### src/rtl/gobang_pkg.sv
// Shared definitions for the gobang input front-end.
//   BOARD_N   : default board dimension (cells per side)
//   CUR_W     : width of a cursor coordinate
//   KEY_*     : bit index of each button in the packed key vectors
//   key_state_e : per-key press/auto-repeat state
package gobang_pkg;

    localparam int BOARD_N  = 15;
    localparam int CUR_W    = 4;
    localparam int NUM_KEYS = 5;

    localparam int KEY_UP    = 0;
    localparam int KEY_DOWN  = 1;
    localparam int KEY_LEFT  = 2;
    localparam int KEY_RIGHT = 3;
    localparam int KEY_OK    = 4;

    typedef enum logic [1:0] {
        IDLE,
        DELAY,
        REPEAT
    } key_state_e;

endpackage

### src/rtl/gobang_key_ctrl_key_edge.sv
// key_edge: one button's path from raw pin to move pulse.
//   2-flop synchroniser -> debouncer (level db) -> press FSM with optional
//   auto-repeat.
// Ports:
//   clk, rst_n : clock, async active-low reset
//   key_raw    : raw button, asynchronous to clk, active high
//   pulse      : registered one-cycle pulse per accepted press / repeat
module key_edge
    import gobang_pkg::*;
#(
    parameter int DEB_CYCLES = 20,
    parameter int REP_DELAY  = 50,
    parameter int REP_RATE   = 10,
    parameter bit REPEAT_EN  = 1'b1
) (
    input  logic clk,
    input  logic rst_n,
    input  logic key_raw,
    output logic pulse
);

    localparam int DEB_W   = $clog2(DEB_CYCLES) + 1;
    localparam int TMR_MAX = (REP_DELAY > REP_RATE) ? REP_DELAY : REP_RATE;
    localparam int TMR_W   = $clog2(TMR_MAX) + 1;

    // Terminal counts: the counter value seen on the cycle the event fires.
    localparam logic [DEB_W-1:0] DEB_LAST  = DEB_W'(DEB_CYCLES - 1);
    localparam logic [TMR_W-1:0] DLY_LAST  = TMR_W'(REP_DELAY - 1);
    localparam logic [TMR_W-1:0] RATE_LAST = TMR_W'(REP_RATE - 1);

    logic [1:0]       sync_q, sync_d;
    logic             db_q, db_d;
    logic [DEB_W-1:0] deb_cnt_q, deb_cnt_d;
    key_state_e       state_q, state_d;
    logic [TMR_W-1:0] tmr_q, tmr_d;
    logic             pulse_q, pulse_d;

    // Synchroniser shift register: key_raw enters at bit 0.
    always_comb begin
        sync_d = {sync_q[0], key_raw};
    end

    // Debouncer: count consecutive cycles the synced level disagrees with db.
    always_comb begin
        db_d      = db_q;
        deb_cnt_d = '0;
        if (sync_q[1] != db_q) begin
            if (deb_cnt_q == DEB_LAST) begin
                db_d = ~db_q;
            end else begin
                deb_cnt_d = deb_cnt_q + 1'b1;
            end
        end
    end

    // Press FSM. A release (db low) always returns to IDLE silently.
    always_comb begin
        state_d = state_q;
        tmr_d   = '0;
        pulse_d = 1'b0;
        unique case (state_q)
            IDLE: begin
                if (db_q) begin
                    pulse_d = 1'b1;
                    state_d = DELAY;
                end
            end
            DELAY: begin
                if (!db_q) begin
                    state_d = IDLE;
                end else if (REPEAT_EN) begin
                    if (tmr_q == DLY_LAST) begin
                        pulse_d = 1'b1;
                        state_d = REPEAT;
                    end else begin
                        tmr_d = tmr_q + 1'b1;
                    end
                end
            end
            REPEAT: begin
                if (!db_q) begin
                    state_d = IDLE;
                end else if (tmr_q == RATE_LAST) begin
                    pulse_d = 1'b1;
                end else begin
                    tmr_d = tmr_q + 1'b1;
                end
            end
            default: state_d = IDLE;
        endcase
    end

    always_ff @(posedge clk or negedge rst_n) begin
        if (!rst_n) begin
            sync_q    <= '0;
            db_q      <= 1'b0;
            deb_cnt_q <= '0;
            state_q   <= IDLE;
            tmr_q     <= '0;
            pulse_q   <= 1'b0;
        end else begin
            sync_q    <= sync_d;
            db_q      <= db_d;
            deb_cnt_q <= deb_cnt_d;
            state_q   <= state_d;
            tmr_q     <= tmr_d;
            pulse_q   <= pulse_d;
        end
    end

    assign pulse = pulse_q;

endmodule

### src/rtl/gobang_key_ctrl.sv
// gobang_key_ctrl: five buttons -> clamped board cursor + place strobe.
// Ports:
//   clk, rst_n           : clock, async active-low reset
//   key_up/down/left/right/ok : raw buttons (async, active high)
//   en                   : game accepting input; low discards all pulses
//   cur_x, cur_y         : cursor, 0..BOARD_N-1 (y = 0 is top row)
//   place                : one-cycle "put stone at (cur_x,cur_y)" strobe
module gobang_key_ctrl #(
    parameter int DEB_CYCLES = 20,
    parameter int REP_DELAY  = 50,
    parameter int REP_RATE   = 10,
    parameter int BOARD_N    = gobang_pkg::BOARD_N
) (
    input  logic                         clk,
    input  logic                         rst_n,
    input  logic                         key_up,
    input  logic                         key_down,
    input  logic                         key_left,
    input  logic                         key_right,
    input  logic                         key_ok,
    input  logic                         en,
    output logic [gobang_pkg::CUR_W-1:0] cur_x,
    output logic [gobang_pkg::CUR_W-1:0] cur_y,
    output logic                         place
);

    import gobang_pkg::*;

    localparam logic [CUR_W-1:0] MAX_POS = CUR_W'(BOARD_N - 1);
    localparam logic [CUR_W-1:0] CENTER  = CUR_W'(BOARD_N / 2);

    logic [NUM_KEYS-1:0] key_raw;
    logic [NUM_KEYS-1:0] key_pulse;
    logic [CUR_W-1:0]    cur_x_q, cur_x_d;
    logic [CUR_W-1:0]    cur_y_q, cur_y_d;

    assign key_raw = {key_ok, key_right, key_left, key_down, key_up};

    // ok never auto-repeats: holding it must place a single stone.
    for (genvar k = 0; k < NUM_KEYS; k++) begin : g_key
        key_edge #(
            .DEB_CYCLES (DEB_CYCLES),
            .REP_DELAY  (REP_DELAY),
            .REP_RATE   (REP_RATE),
            .REPEAT_EN  (k != KEY_OK)
        ) u_key_edge (
            .clk     (clk),
            .rst_n   (rst_n),
            .key_raw (key_raw[k]),
            .pulse   (key_pulse[k])
        );
    end

    // Fixed priority up > down > left > right; losing pulses are dropped.
    // A pulse at the board edge is consumed without moving.
    always_comb begin
        cur_x_d = cur_x_q;
        cur_y_d = cur_y_q;
        if (en) begin
            if (key_pulse[KEY_UP]) begin
                if (cur_y_q != '0) cur_y_d = cur_y_q - 1'b1;
            end else if (key_pulse[KEY_DOWN]) begin
                if (cur_y_q != MAX_POS) cur_y_d = cur_y_q + 1'b1;
            end else if (key_pulse[KEY_LEFT]) begin
                if (cur_x_q != '0) cur_x_d = cur_x_q - 1'b1;
            end else if (key_pulse[KEY_RIGHT]) begin
                if (cur_x_q != MAX_POS) cur_x_d = cur_x_q + 1'b1;
            end
        end
    end

    always_ff @(posedge clk or negedge rst_n) begin
        if (!rst_n) begin
            cur_x_q <= CENTER;
            cur_y_q <= CENTER;
        end else begin
            cur_x_q <= cur_x_d;
            cur_y_q <= cur_y_d;
        end
    end

    assign cur_x = cur_x_q;
    assign cur_y = cur_y_q;
    // The cursor register updates one edge after the pulse, so place always
    // reports the position before any coincident move.
    assign place = key_pulse[KEY_OK] & en;

endmodule

### config.mk
export PLATFORM = sky130hd
export DESIGN_NAME = gobang_key_ctrl
export DESIGN_NICKNAME = d
export VERILOG_FILES = /design/src/rtl/gobang_pkg.sv /design/src/rtl/gobang_key_ctrl_key_edge.sv /design/src/rtl/gobang_key_ctrl.sv
export SDC_FILE = /design/constraint.sdc
export NUM_CORES = 1
export LEC_CHECK = 0
export CAP_MARGIN = 20
export CORE_ASPECT_RATIO = 1.25
export CORE_MARGIN = 4
export CORE_UTILIZATION = 53
export CTS_CLUSTER_SIZE = 12
export DETAILED_ROUTE_END_ITERATION = 8
export PLACE_DENSITY = 0.71
export SLEW_MARGIN = 10
export SYNTH_ARGS = -nofsm -noshare
export SYNTH_HDL_FRONTEND = slang
export SYNTH_SLANG_ARGS = --single-unit
export TNS_END_PERCENT = 20
### constraint.sdc
create_clock -name clk -period 4.7 [get_ports clk]
set_clock_uncertainty 0.1 [all_clocks]
set_input_delay 0.47 -clock clk [delete_from_list [all_inputs] [get_ports clk]]
set_output_delay 0.47 -clock clk [all_outputs]
set_load 0.02 [all_outputs]
# [After elaboration in Yosys (flattened, before gate mapping)]
# Index checks and enable logic that the tools add are counted.
[totals] out_inout_bits=9 in_bits=8 reg_bits=103
[classes] bitwise=8 n_mux=92 addsub=14 n_reduce_logical=24 eq_ne=47
[op_table] op="two-way mux 7 bit" count=19
[op_table] op="two-way mux 6 bit" count=10
[op_table] op="one-hot mux 7 bit (2 select lines)" count=4
[op_table] op="two-way mux 2 bit" count=18
[op_table] op="adder 7 x 1 -> 7 bit (second input constant)" count=5
[op_table] op="== test 7 x 4 -> 1 bit (second input constant)" count=5
[op_table] op="two-way mux 4 bit" count=8
[op_table] op="adder 6 x 1 -> 6 bit (second input constant)" count=5
[op_table] op="== test 6 x 5 -> 1 bit (second input constant)" count=5
[op_table] op="== test 7 x 6 -> 1 bit (second input constant)" count=4
[op_table] op="one-hot mux 2 bit (3 select lines)" count=4
[op_table] op="two-way mux 1 bit" count=23
[op_table] op="!= test 2 bit (second input constant)" count=7
[op_table] op="!= test 3 bit (second input constant)" count=4
[op_table] op="one-hot mux 1 bit (3 select lines)" count=4
[op_table] op="AND reduction 2 bit" count=6
[op_table] op="AND reduction 3 bit" count=4
[op_table] op="== test 2 x 1 -> 1 bit (second input constant)" count=5
[op_table] op="== test 2 bit (second input constant)" count=5
[op_table] op="logical NOT 2 bit" count=5
[op_table] op="!= test 2 x 1 -> 1 bit (second input constant)" count=5
[op_table] op="adder 4 x 1 -> 4 bit (second input constant)" count=2
[op_table] op="!= test 4 bit (second input constant)" count=2
[op_table] op="nonzero test 2 bit" count=4
[op_table] op="other kinds (10)" count=22

# [Longest topological paths before layout]
# Gate-level depths: netlist (run 1).
[depth] word_depth=4 ltp_mapped=6

# [By module]
# Synthesis (run 1) repeated with hierarchy kept, for this count alone.
[hier_totals] cells_unflattened=447 area_unflattened_um2=4869.7
[modules_own_cells] mod="key_edge at g_key[0].u_key_edge ..." seq_area_each_um2=475.5 cells_each=90 instances=3 area_per_inst_um2=954.7
[modules_own_cells] mod="key_edge at g_key[3].u_key_edge" seq_area_each_um2=475.5 cells_each=88 instances=1 area_per_inst_um2=957.2
[modules_own_cells] mod="gobang_key_ctrl" seq_area_each_um2=207.7 cells_each=54 instances=1 area_per_inst_um2=605.6
[modules_own_cells] mod="key_edge at g_key[4].u_key_edge" seq_area_each_um2=275.3 cells_each=35 instances=1 area_per_inst_um2=442.9

# [Least setup slack after synthesis (run 1)]
# No wires, ideal clock.
[synth_timing] path_type="register to register" start="register g_key[0].u_key_edge.tmr_q[1]" end="register g_key[0].u_key_edge.state_q[0]" stages_incl_launch_ff=7 synth_period_minus_slack_ns=1.912 setup_slack_ns=2.788 path_buffers=0 required_ns=4.513 setup_ns=0.087 arrival_ns=1.726 cell_sequence="dfrtp_1 inv_1 ha_1 or3b_4 o31a_1 or4_1 o211ai_1"
[synth_between] elab_chain_len=3
[synth_lines] element="from (decl)" line="gobang_key_ctrl_key_edge.sv:35" rtl="logic [TMR_W-1:0] tmr_q, tmr_d;"
[synth_lines] element="from (signal assigned)" line="gobang_key_ctrl_key_edge.sv:106" rtl="tmr_q <= tmr_d;"
[synth_lines] element="== test 7 x 6 -> 1 bit" line="gobang_key_ctrl_key_edge.sv:72" rtl="if (tmr_q == DLY_LAST) begin"
[synth_lines] element="!= test 3 bit (no source line)"
[synth_lines] element="AND reduction 3 bit (no source line)"
[synth_lines] element="to (signal assigned)" line="gobang_key_ctrl_key_edge.sv:105" rtl="state_q <= state_d;"
[synth_lines] element="to (decl)" line="gobang_key_ctrl_key_edge.sv:34" rtl="key_state_e state_q, state_d;"
# Every way passes these cells.
# A chain may end at the register's enable or synchronous reset.

# [Worst setup path after layout (run 1)]
[layout_timing] start="input en" end="output place"
[layout_between] elab_chain_len=1
[layout_lines] element="from (decl)" line="gobang_key_ctrl.sv:21" rtl="input logic en,"
[layout_lines] element="AND 1 bit" line="gobang_key_ctrl.sv:86" rtl="assign place = key_pulse[KEY_OK] & en;"
[layout_lines] element="to (decl)" line="gobang_key_ctrl.sv:24" rtl="output logic place"
# Every way passes these cells.

==> flow_summary.yaml, run 1 <==
floorplan:
  initial_utilization_pct: 54.4
  io_pins: 17
  rows: 38
  die_width_um: 92.5
  die_h_um: 114
  core_area_mm2: 0.00870
  dieArea_mm2: 0.0105
timing:
  finalSetupViolations: 0
  setup_tns_ns: 0
  whs_ns: 0.0334
  max_freq_ghz: 0.439
  min_period_ns: 2.28
  hold_violations: 0
  rsz0062_at_grt: "false"
  fin_ws_ns: 2.42
  slew_headroom_pct: 51.9
  slew_viol_final: 0
  tightest_slew_ns: 0.722
  fin_crit_sh_pct: 48.5
grt:
  grt_pass1_vias: 3146
  antenna_found_initial: 0
  track_usage_pct: 15.9
  grt_pass1_wl_um: 13500
  grt_max_degree: 60
  grt-ovfl-total: 0
placed_design:
  dpl.hpwl_um: 5190
  place_congestion: 0.752
  dp_slack_ns: 2.42
  post-place-cells: 575
  dpl_cell_area_mm2: 0.00503
  numPortBuffers: 16
cts:
  clkTransAtPathRegs_ns: 0.09
  hold_buffers: 0
  cts_resized: 0
  cts_root_buf: "clkbuf_8"
  clkLatencyLatePin_ns: 0.37
  cts_tree: "done"
  cts_sinks: 95
  post_cts_buffers: 0
  clk_path_buf_depth: 2
  htree_num_levels: 3
  numCtsBuffers: 9
logic_synthesis:
  netlist_area_mm2: 0.00473
  ys_warn_count: 0
  synth-edff-count: 0
  ys_types: 39
  async_flop_share_pct: 100
  syn_nets: 487
  synthFlopType: "dfrtp_1"
  seq_area_frac_synth_pct: 50.4
  post-synth-top-area-cell: "dfrtp_1"
  postSynthAreaPerCell_um2: 10.7
  syn_inst: 443
  synth_top_area_share_pct: 47.1
  post_synth_main_area_contributors: "dfrtp_1 (47%), ha_1 (9.0%), xor2_1 (5.7%)"
  synth_seq_cells: 95
cells_and_area:
  antenna_cells: 0
  final_cells: 591
  layout.nets: 510
  final_common_cell: "dfrtp_1"
  final_cell_mix: "dfrtp_1 (89), nor2_1 (58), ha_1 (34)"
  postLayoutCoreUtil_pct: 60.1
  syn2layout_area_growth_pct: 10.4
  drive_above_1_share_pct: 7.64
  design_area_mm2: 0.00523
routing:
  num_vias: 3096
  drtPass1Iterations: 4
  drc: 0
  ant_nets: 0
  wl_per_cell_um: 12.3
  totalWireLength_um: 7250
  drtIter0Drc: 109
  viasPerCell: 5.24
pwr:
  leakagePower_nw: 2.37
  swShare_pct: 22.8
  power.total_mw: 1.44
  switchingPower_mw: 0.328
  ir_worst_vdd_v: 0.000179
  power_frac_clock_pct: 37.0
  p_int_mw: 1.11
  comb_power_share_pct: 3.9
  p_per_area_mw_per_mm2: 275
  seqPwrFrac_pct: 59.1
flow_run:
  maxCapViolCount: 0
hold_path:
  hold_class: "in2async"
critical_path:
  cp_max_fo: 4
  end_kind: "output port"
  r2r_slack_ns: 2.64
  crit_arrival_ns: 1.71
  path_class: "in2out"
  startpoint_type: "input pin"
  cp_data_required_time_ns: 4.13
  worst_r2r_endpoint: "g_key[2].u_key_edge.tmr_q[5]$_DFF_PN0_"
  ff2ff_path_depth: 6
  r2r-start: "g_key[2].u_key_edge.tmr_q[1]$_DFF_PN0_"
status:
  outcome: "completed"
## layer usage
| metal | vias up | part of all wire [%] | routed length [µm] | track usage (%) |
|---|---|---|---|---|
| li1 | 1564 | - | - | - |
| met4 | 0 | 2.6 | 185 | 8.33 |
| met1 | 1496 | 47 | 3410 | 20.1 |
| met3 | 12 | 2.7 | 194 | 3.03 |
| met5 | - | 0 | 0 | 0 |
| met2 | 24 | 48 | 3460 | 26.0 |
## cell type report
cell class              instances  area (µm²)
clock buffers                  10         128
well taps                     120         150
multi-input cells             315        2220
fillers                       751        3470
flip-flops and latches         95        2380
clock inverters                 6        70.1
repair buffers                 17         165
inverters                      28         105
## worst max-delay path: stages
cell	delay, ns
clkdlybuf4s50_1	0.51
and2_1	0.14
clkdlybuf4s50_1	0.60
## sequential cells by signal, indices dropped and copies added (netlist names)
signal,count
cur_x,4
cur_y,4
g_key.u_key_edge.db_q,5
g_key.u_key_edge.deb_cnt_q,30
g_key.u_key_edge.pulse,5
g_key.u_key_edge.state_q,9
g_key.u_key_edge.sync_q,10
g_key.u_key_edge.tmr_q,28
## Yosys cell counts, drive strengths merged, types with 7 or more instances
library cell,count
dfrtp,89
nor2,58
ha,34
xor2,31
inv,28
nand3,24
nand2,20
nand2b,17
xnor2,16
a21oi,14
o211ai,12
and2,11
o21ai,11
a31oi,7
## power by group through the flow
stage | combinational [mW] | sequential, mW | clock [mW]
after floorplan | 0.0303 | 0.863 | 0
final | 0.0562 | 0.849 | 0.531
after global routing | 0.0682 | 0.852 | 0.590
after detailed placement | 0.0582 | 0.866 | 0
after global placement | 0.0568 | 0.865 | 0
after CTS | 0.0588 | 0.850 | 0.556
## worst max-delay path by stage
stage / from / end / slack, ns
after detailed placement: en / place / 2.42
after CTS: en / place / 2.41
after global routing: en / place / 2.35
final: en / place / 2.42
after global placement: en / place / 2.44
after floorplan: g_key[0].u_key_edge.tmr_q[1]$_DFF_PN0_ / g_key[0].u_key_edge.state_q[0]$_DFFE_PN0P_ / 2.79
## cell families (layout without fill, tap and decap cells)
group | Yosys count | after routing | synth area share (%)
AOI/OAI and AO/OA | 57 | 57 | 8.28
and+or+nand+nor | 166 | 166 | 18.1
muxes | 9 | 9 | 2.06
adders and majority gates | 36 | 36 | 9.84
DFF | 95 | 95 | 50.4
buffers and inverters | 33 | 61 | 2.62
xor gates and xnor gates | 47 | 47 | 8.70
No activity file was read; power rests on OpenSTA's default activity.
==> run 2: changes to the inputs <==
==> constraint.sdc (replaced) <==
create_clock -name clk -period 2.15 [get_ports clk]
set_clock_uncertainty 0.1 [all_clocks]
set_input_delay 0.215 -clock clk [delete_from_list [all_inputs] [get_ports clk]]
set_output_delay 0.215 -clock clk [all_outputs]
set_load 0.02 [all_outputs]
==> run 2 against run 1 <==
Cell area rose by 1.1%. Flip-flop and latch count is the same. Power is 120% higher. Sequential share of layout area shrank 0.50 points. Global-route usage rose by 0.40 points. Hold slack improved by 0.15 ns. Register-to-register slack worse by 2.5 ns. Core utilization increased by 0.66 points. Worst setup slack got worse by 2.3 ns. Sequential power up 120%.
==> flow_summary.yaml, run 2 (synthesis gave the netlist of run 1 again) <==
status:
  outcome: "completed"
routing:
  drtPass1Iterations: 4
  totalWireLength_um: 7650
  wl_per_cell_um: 12.9
  ant_nets: 0
  num_vias: 3127
  drtIter0Drc: 116
  viasPerCell: 5.26
  drc: 0
cells_and_area:
  reg_top3: "g_key.u_key_edge.deb_cnt_q: 30 flops, g_key.u_key_edge.tmr_q: 28 flops, g_key.u_key_edge.sync_q: 10 flops"
  final_cell_mix: "dfrtp_1 (89), nor2_1 (58), ha_1 (34)"
  largest_register: "g_key.u_key_edge.deb_cnt_q"
  drive_above_1_share_pct: 8.02
  final_common_cell: "dfrtp_1"
  postLayoutCoreUtil_pct: 60.7
  syn2layout_area_growth_pct: 11.7
  largest_register_ffs: 30
  layout.nets: 513
  design_area_mm2: 0.00528
  antenna_cells: 0
grt:
  grt_max_degree: 57
  grt_pass1_vias: 3200
  track_usage_pct: 16.3
  grt_pass1_wl_um: 13800
  antenna_found_initial: 0
  grt-ovfl-total: 0
pwr:
  power_frac_clock_pct: 37.7
  switchingPower_mw: 0.683
  p_per_area_mw_per_mm2: 606
  comb_power_share_pct: 4.3
  p_int_mw: 2.52
  leakagePower_nw: 2.40
  ir_worst_vdd_v: 0.000362
  swShare_pct: 21.4
  seqPwrFrac_pct: 58.0
floorplan:
  core_area_mm2: 0.00870
  die_h_um: 114
  die_width_um: 92.5
  dieArea_mm2: 0.0105
  initial_utilization_pct: 54.4
  rows: 38
  io_pins: 17
flow_run:
  maxCapViolCount: 0
cts:
  clkTransAtPathRegs_ns: 0.08
  numCtsBuffers: 9
  cts_sinks: 95
  cts_root_buf: "clkbuf_8"
  clkLatencyLatePin_ns: 0.36
  cts_tree: "done"
  htree_num_levels: 3
  clk_path_buf_depth: 2
timing:
  slew_viol_final: 0
  tightest_slew_ns: 0.448
  max_freq_ghz: 0.490
  slew_headroom_pct: 69.7
  finalSetupViolations: 0
  fin_crit_sh_pct: 94.8
  hold_violations: 0
  min_period_ns: 2.04
critical_path:
  startpoint_type: "flip-flop"
  cp_max_fo: 7
  worstSetupStartpoint: "g_key[3].u_key_edge.tmr_q[1]$_DFF_PN0_"
  end_kind: "flip-flop"
  cp_data_required_time_ns: 2.29
  worst_r2r_endpoint: "g_key[3].u_key_edge.tmr_q[5]$_DFF_PN0_"
  cp-endpoint: "g_key[3].u_key_edge.tmr_q[5]$_DFF_PN0_"
  path_class: "reg2reg"
  ff2ff_path_depth: 6
  crit_arrival_ns: 2.18
  r2r-start: "g_key[3].u_key_edge.tmr_q[1]$_DFF_PN0_"
  r2r_slack_ns: 0.11
hold_path:
  hold_class: "in2reg"
placed_design:
  place_congestion: 0.772
  numPortBuffers: 16
  dpl.hpwl_um: 5450
  dpl_cell_area_mm2: 0.00506
-- run 2: final cells by class --
| class | instances | area [µm²] |
|---|---|---|
| inverter | 28 | 105 |
| sequential | 95 | 2380 |
| multi-input combinational | 315 | 2230 |
| tap | 120 | 150 |
| timing repair buffer | 20 | 203 |
| fill | 757 | 3420 |
| clock inverter | 3 | 40.0 |
| clock buffer | 13 | 169 |
-- run 2: power groups by stage --
stage / registers, mW / clock network (mW) / logic, mW
global placement: 1.89 / 0 / 0.130
detailed placement: 1.89 / 0 / 0.137
global route: 1.86 / 1.32 / 0.162
CTS: 1.86 / 1.25 / 0.144
floorplan: 1.89 / 0 / 0.0663
finish: 1.86 / 1.21 / 0.138
-- run 2: timing repair --
item,4_1_cts,5_1_grt
gates resized for setup,0,1
setup buffers,0,0
hold buffers,1,0
endpoints found under the setup margin,0,7
hold endpoints to repair,31,0
-- run 2: routing by layer --
layer | vias up | global-route usage (%) | wire, µm
met1 | 1519 | 19.1 | 3370
met2 | 30 | 28.7 | 3930
met4 | 0 | 7.43 | 149
met3 | 13 | 3.36 | 197
met5 | - | 0 | 0
li1 | 1565 | - | -
-- run 2: how the worst min path moves through the flow --
stage	startpoint	to	cells past startpoint
finish	key_up	g_key[0].u_key_edge.sync_q[0]$_DFF_PN0_	1
global placement	rst_n	g_key[1].u_key_edge.deb_cnt_q[4]$_DFF_PN0_	1
floorplan	rst_n	cur_x[3]$_DFFE_PN0P_	0
CTS	key_up	g_key[0].u_key_edge.sync_q[0]$_DFF_PN0_	1
global route	key_left	g_key[2].u_key_edge.sync_q[0]$_DFF_PN0_	1
detailed placement	rst_n	g_key[1].u_key_edge.deb_cnt_q[3]$_DFF_PN0_	1
-- run 2: worst max-delay path: stages, from the launching register on --
cell,delay [ns]
dfrtp_1,0.41
inv_1,0.06
ha_1,0.14
or3b_2,0.46
o31a_1,0.36
o211ai_4,0.30
nor2_1,0.09
-- run 2: through the flow --
step	TNS, ns	std cells	setup slack (ns)	power [mW]	hold WS [ns]
2_1_floorplan	0	443	0.238	1.95	-0.181
4_1_cts	0	594	0.0825	3.25	0.166
3_5_place_dp	0	577	0.0798	2.03	0.107
5_1_grt	-0.0128	594	-0.0128	3.34	0.164
6_report	0	594	0.111	3.20	0.185
3_3_place_gp	0	577	0.155	2.02	0.105
==> run 3: changes to the inputs <==
--- a/config.mk
+++ b/config.mk
@@ -6,7 +6,6 @@
 export NUM_CORES = 1
 export LEC_CHECK = 0
 export CAP_MARGIN = 20
-export CORE_ASPECT_RATIO = 1.25
 export CORE_MARGIN = 4
 export CORE_UTILIZATION = 53
 export CTS_CLUSTER_SIZE = 12
==> run 3 against run 2 <==
Sequential share of layout area rose by 0.18 points. Non-clock buffer count shrank 1. Power barely moved. Cell count is 2.2% lower. Maximum frequency up 0.43%.
==> flow_summary.yaml, run 3 (synthesis gave the netlist of run 1 again) <==
critical_path:
  r2r-start: "g_key[3].u_key_edge.tmr_q[1]$_DFF_PN0_"
  cp_max_fo: 7
  path_class: "reg2reg"
  crit_path_top_delay_cell: "or3b_2"
  end_kind: "flip-flop"
  r2r_slack_ns: 0.12
  cp_cell_sequence: "inv_1 > ha_1 > or3b_2 > o31a_1 > o211ai_2 > nor2_1"
  crit_arrival_ns: 2.17
  crit_path_max_incr_delay_ns: 0.46
  startpoint_type: "flip-flop"
  cp_data_required_time_ns: 2.28
  worst_r2r_endpoint: "g_key[3].u_key_edge.tmr_q[3]$_DFF_PN0_"
  ff2ff_path_depth: 6
routing:
  num_vias: 3107
  totalWireLength_um: 7560
  wl_per_cell_um: 13.0
  drtIter0Drc: 75
  drc: 0
  viasPerCell: 5.35
  drtPass1Iterations: 4
  ant_nets: 0
cells_and_area:
  postLayoutCoreUtil_pct: 60.3
  final_common_cell: "dfrtp_1"
  antenna_cells: 0
  final_cell_mix: "dfrtp_1 (89), nor2_1 (58), ha_1 (34)"
  reg_top3: "g_key.u_key_edge.deb_cnt_q: 30 flops, g_key.u_key_edge.tmr_q: 28 flops, g_key.u_key_edge.sync_q: 10 flops"
  syn2layout_area_growth_pct: 11.2
  largest_register_ffs: 30
  final_cells: 581
  layout.nets: 512
  design_area_mm2: 0.00526
  largest_register: "g_key.u_key_edge.deb_cnt_q"
  drive_above_1_share_pct: 7.61
timing:
  setup_tns_ns: 0
  max_freq_ghz: 0.493
  slew_viol_final: 0
  fin_crit_sh_pct: 94.4
  tightest_slew_ns: 0.523
  min_period_ns: 2.03
  fin_ws_ns: 0.120
  slew_headroom_pct: 65.1
  whs_ns: 0.190
  hold_violations: 0
  finalSetupViolations: 0
  rsz0062_at_grt: "false"
floorplan:
  initial_utilization_pct: 54.3
  core_area_mm2: 0.00872
  io_pins: 17
  die_width_um: 102
  dieArea_mm2: 0.0105
  rows: 34
  die_h_um: 102
cts:
  clkLatencyLatePin_ns: 0.35
  htree_num_levels: 3
  clk_path_buf_depth: 2
  cts_sinks: 95
  cts_root_buf: "clkbuf_8"
  clkTransAtPathRegs_ns: 0.09
  cts_tree: "done"
  numCtsBuffers: 9
placed_design:
  place_congestion: 0.836
  post-place-cells: 564
  dpl.hpwl_um: 5490
  numPortBuffers: 16
  dpl_cell_area_mm2: 0.00503
  dp_slack_ns: 0.115
hold_path:
  hold_depth: 1
  hold_class: "in2reg"
  hold_start: "key_down"
  whs_endpoint: "g_key[1].u_key_edge.sync_q[0]$_DFF_PN0_"
pwr:
  leakagePower_nw: 2.39
  ir_worst_vdd_v: 0.000366
  p_per_area_mw_per_mm2: 608
  power.total_mw: 3.20
grt:
  grt_max_degree: 43
  grt_pass1_vias: 3166
  grt_pass1_wl_um: 13500
  grt-ovfl-total: 0
  track_usage_pct: 15.8
  antenna_found_initial: 0
status:
  outcome: "completed"
flow_run:
  maxCapViolCount: 0
[run 3: where the power goes]
part,internal [mW],switching (mW),leakage (nW)
clock,0.635,0.575,0.103
sequential,1.83,0.0293,1.26
combinational,0.0577,0.0735,1.02
[run 3: critical path: cells and delay by family, from the launching register on]
family	cells	cell delay, ns
flip-flops	1	0.41
adder cells (fa/ha/maj)	1	0.14
buffers and inverters	1	0.06
AND/OR/NAND/NOR	2	0.55
AO/OA/AOI/OAI	2	0.65
[run 3: cell type report]
class / instances / area [µm²]
clock buffer: 14 / 173
clock inverter: 2 / 37.5
fill: 704 / 3460
inverter: 28 / 105
multi-input combinational: 315 / 2230
sequential: 95 / 2380
tap: 108 / 135
timing repair buffer: 19 / 195
[run 3: worst max-delay path by stage]
stage | from | end | slack, ns | depth (start not counted)
5_1_grt | g_key[2].u_key_edge.tmr_q[1]$_DFF_PN0_ | g_key[2].u_key_edge.pulse$_DFF_PN0_ | 0.006 | 6
3_5_place_dp | g_key[2].u_key_edge.tmr_q[1]$_DFF_PN0_ | g_key[2].u_key_edge.tmr_q[2]$_DFF_PN0_ | 0.11 | 6
2_1_floorplan | g_key[0].u_key_edge.tmr_q[1]$_DFF_PN0_ | g_key[0].u_key_edge.state_q[0]$_DFFE_PN0P_ | 0.24 | 6
3_3_place_gp | g_key[3].u_key_edge.tmr_q[1]$_DFF_PN0_ | g_key[3].u_key_edge.tmr_q[6]$_DFF_PN0_ | 0.15 | 6
6_report | g_key[3].u_key_edge.tmr_q[1]$_DFF_PN0_ | g_key[3].u_key_edge.tmr_q[3]$_DFF_PN0_ | 0.12 | 6
4_1_cts | g_key[2].u_key_edge.tmr_q[1]$_DFF_PN0_ | g_key[2].u_key_edge.tmr_q[2]$_DFF_PN0_ | 0.10 | 6
[run 3: repair_timing]
action,CTS,global route
endpoints found under the setup margin,0,5
hold buffers,1,0
setup buffers,0,0
hold endpoints to repair,37,0
gates resized for setup,0,1
[run 3: per-layer routing]
metal | track usage [%] | wire (µm)
met1 | 19.9 | 3580
met2 | 27.0 | 3680
met3 | 2.84 | 171
met4 | 6.56 | 123
met5 | 0 | 0
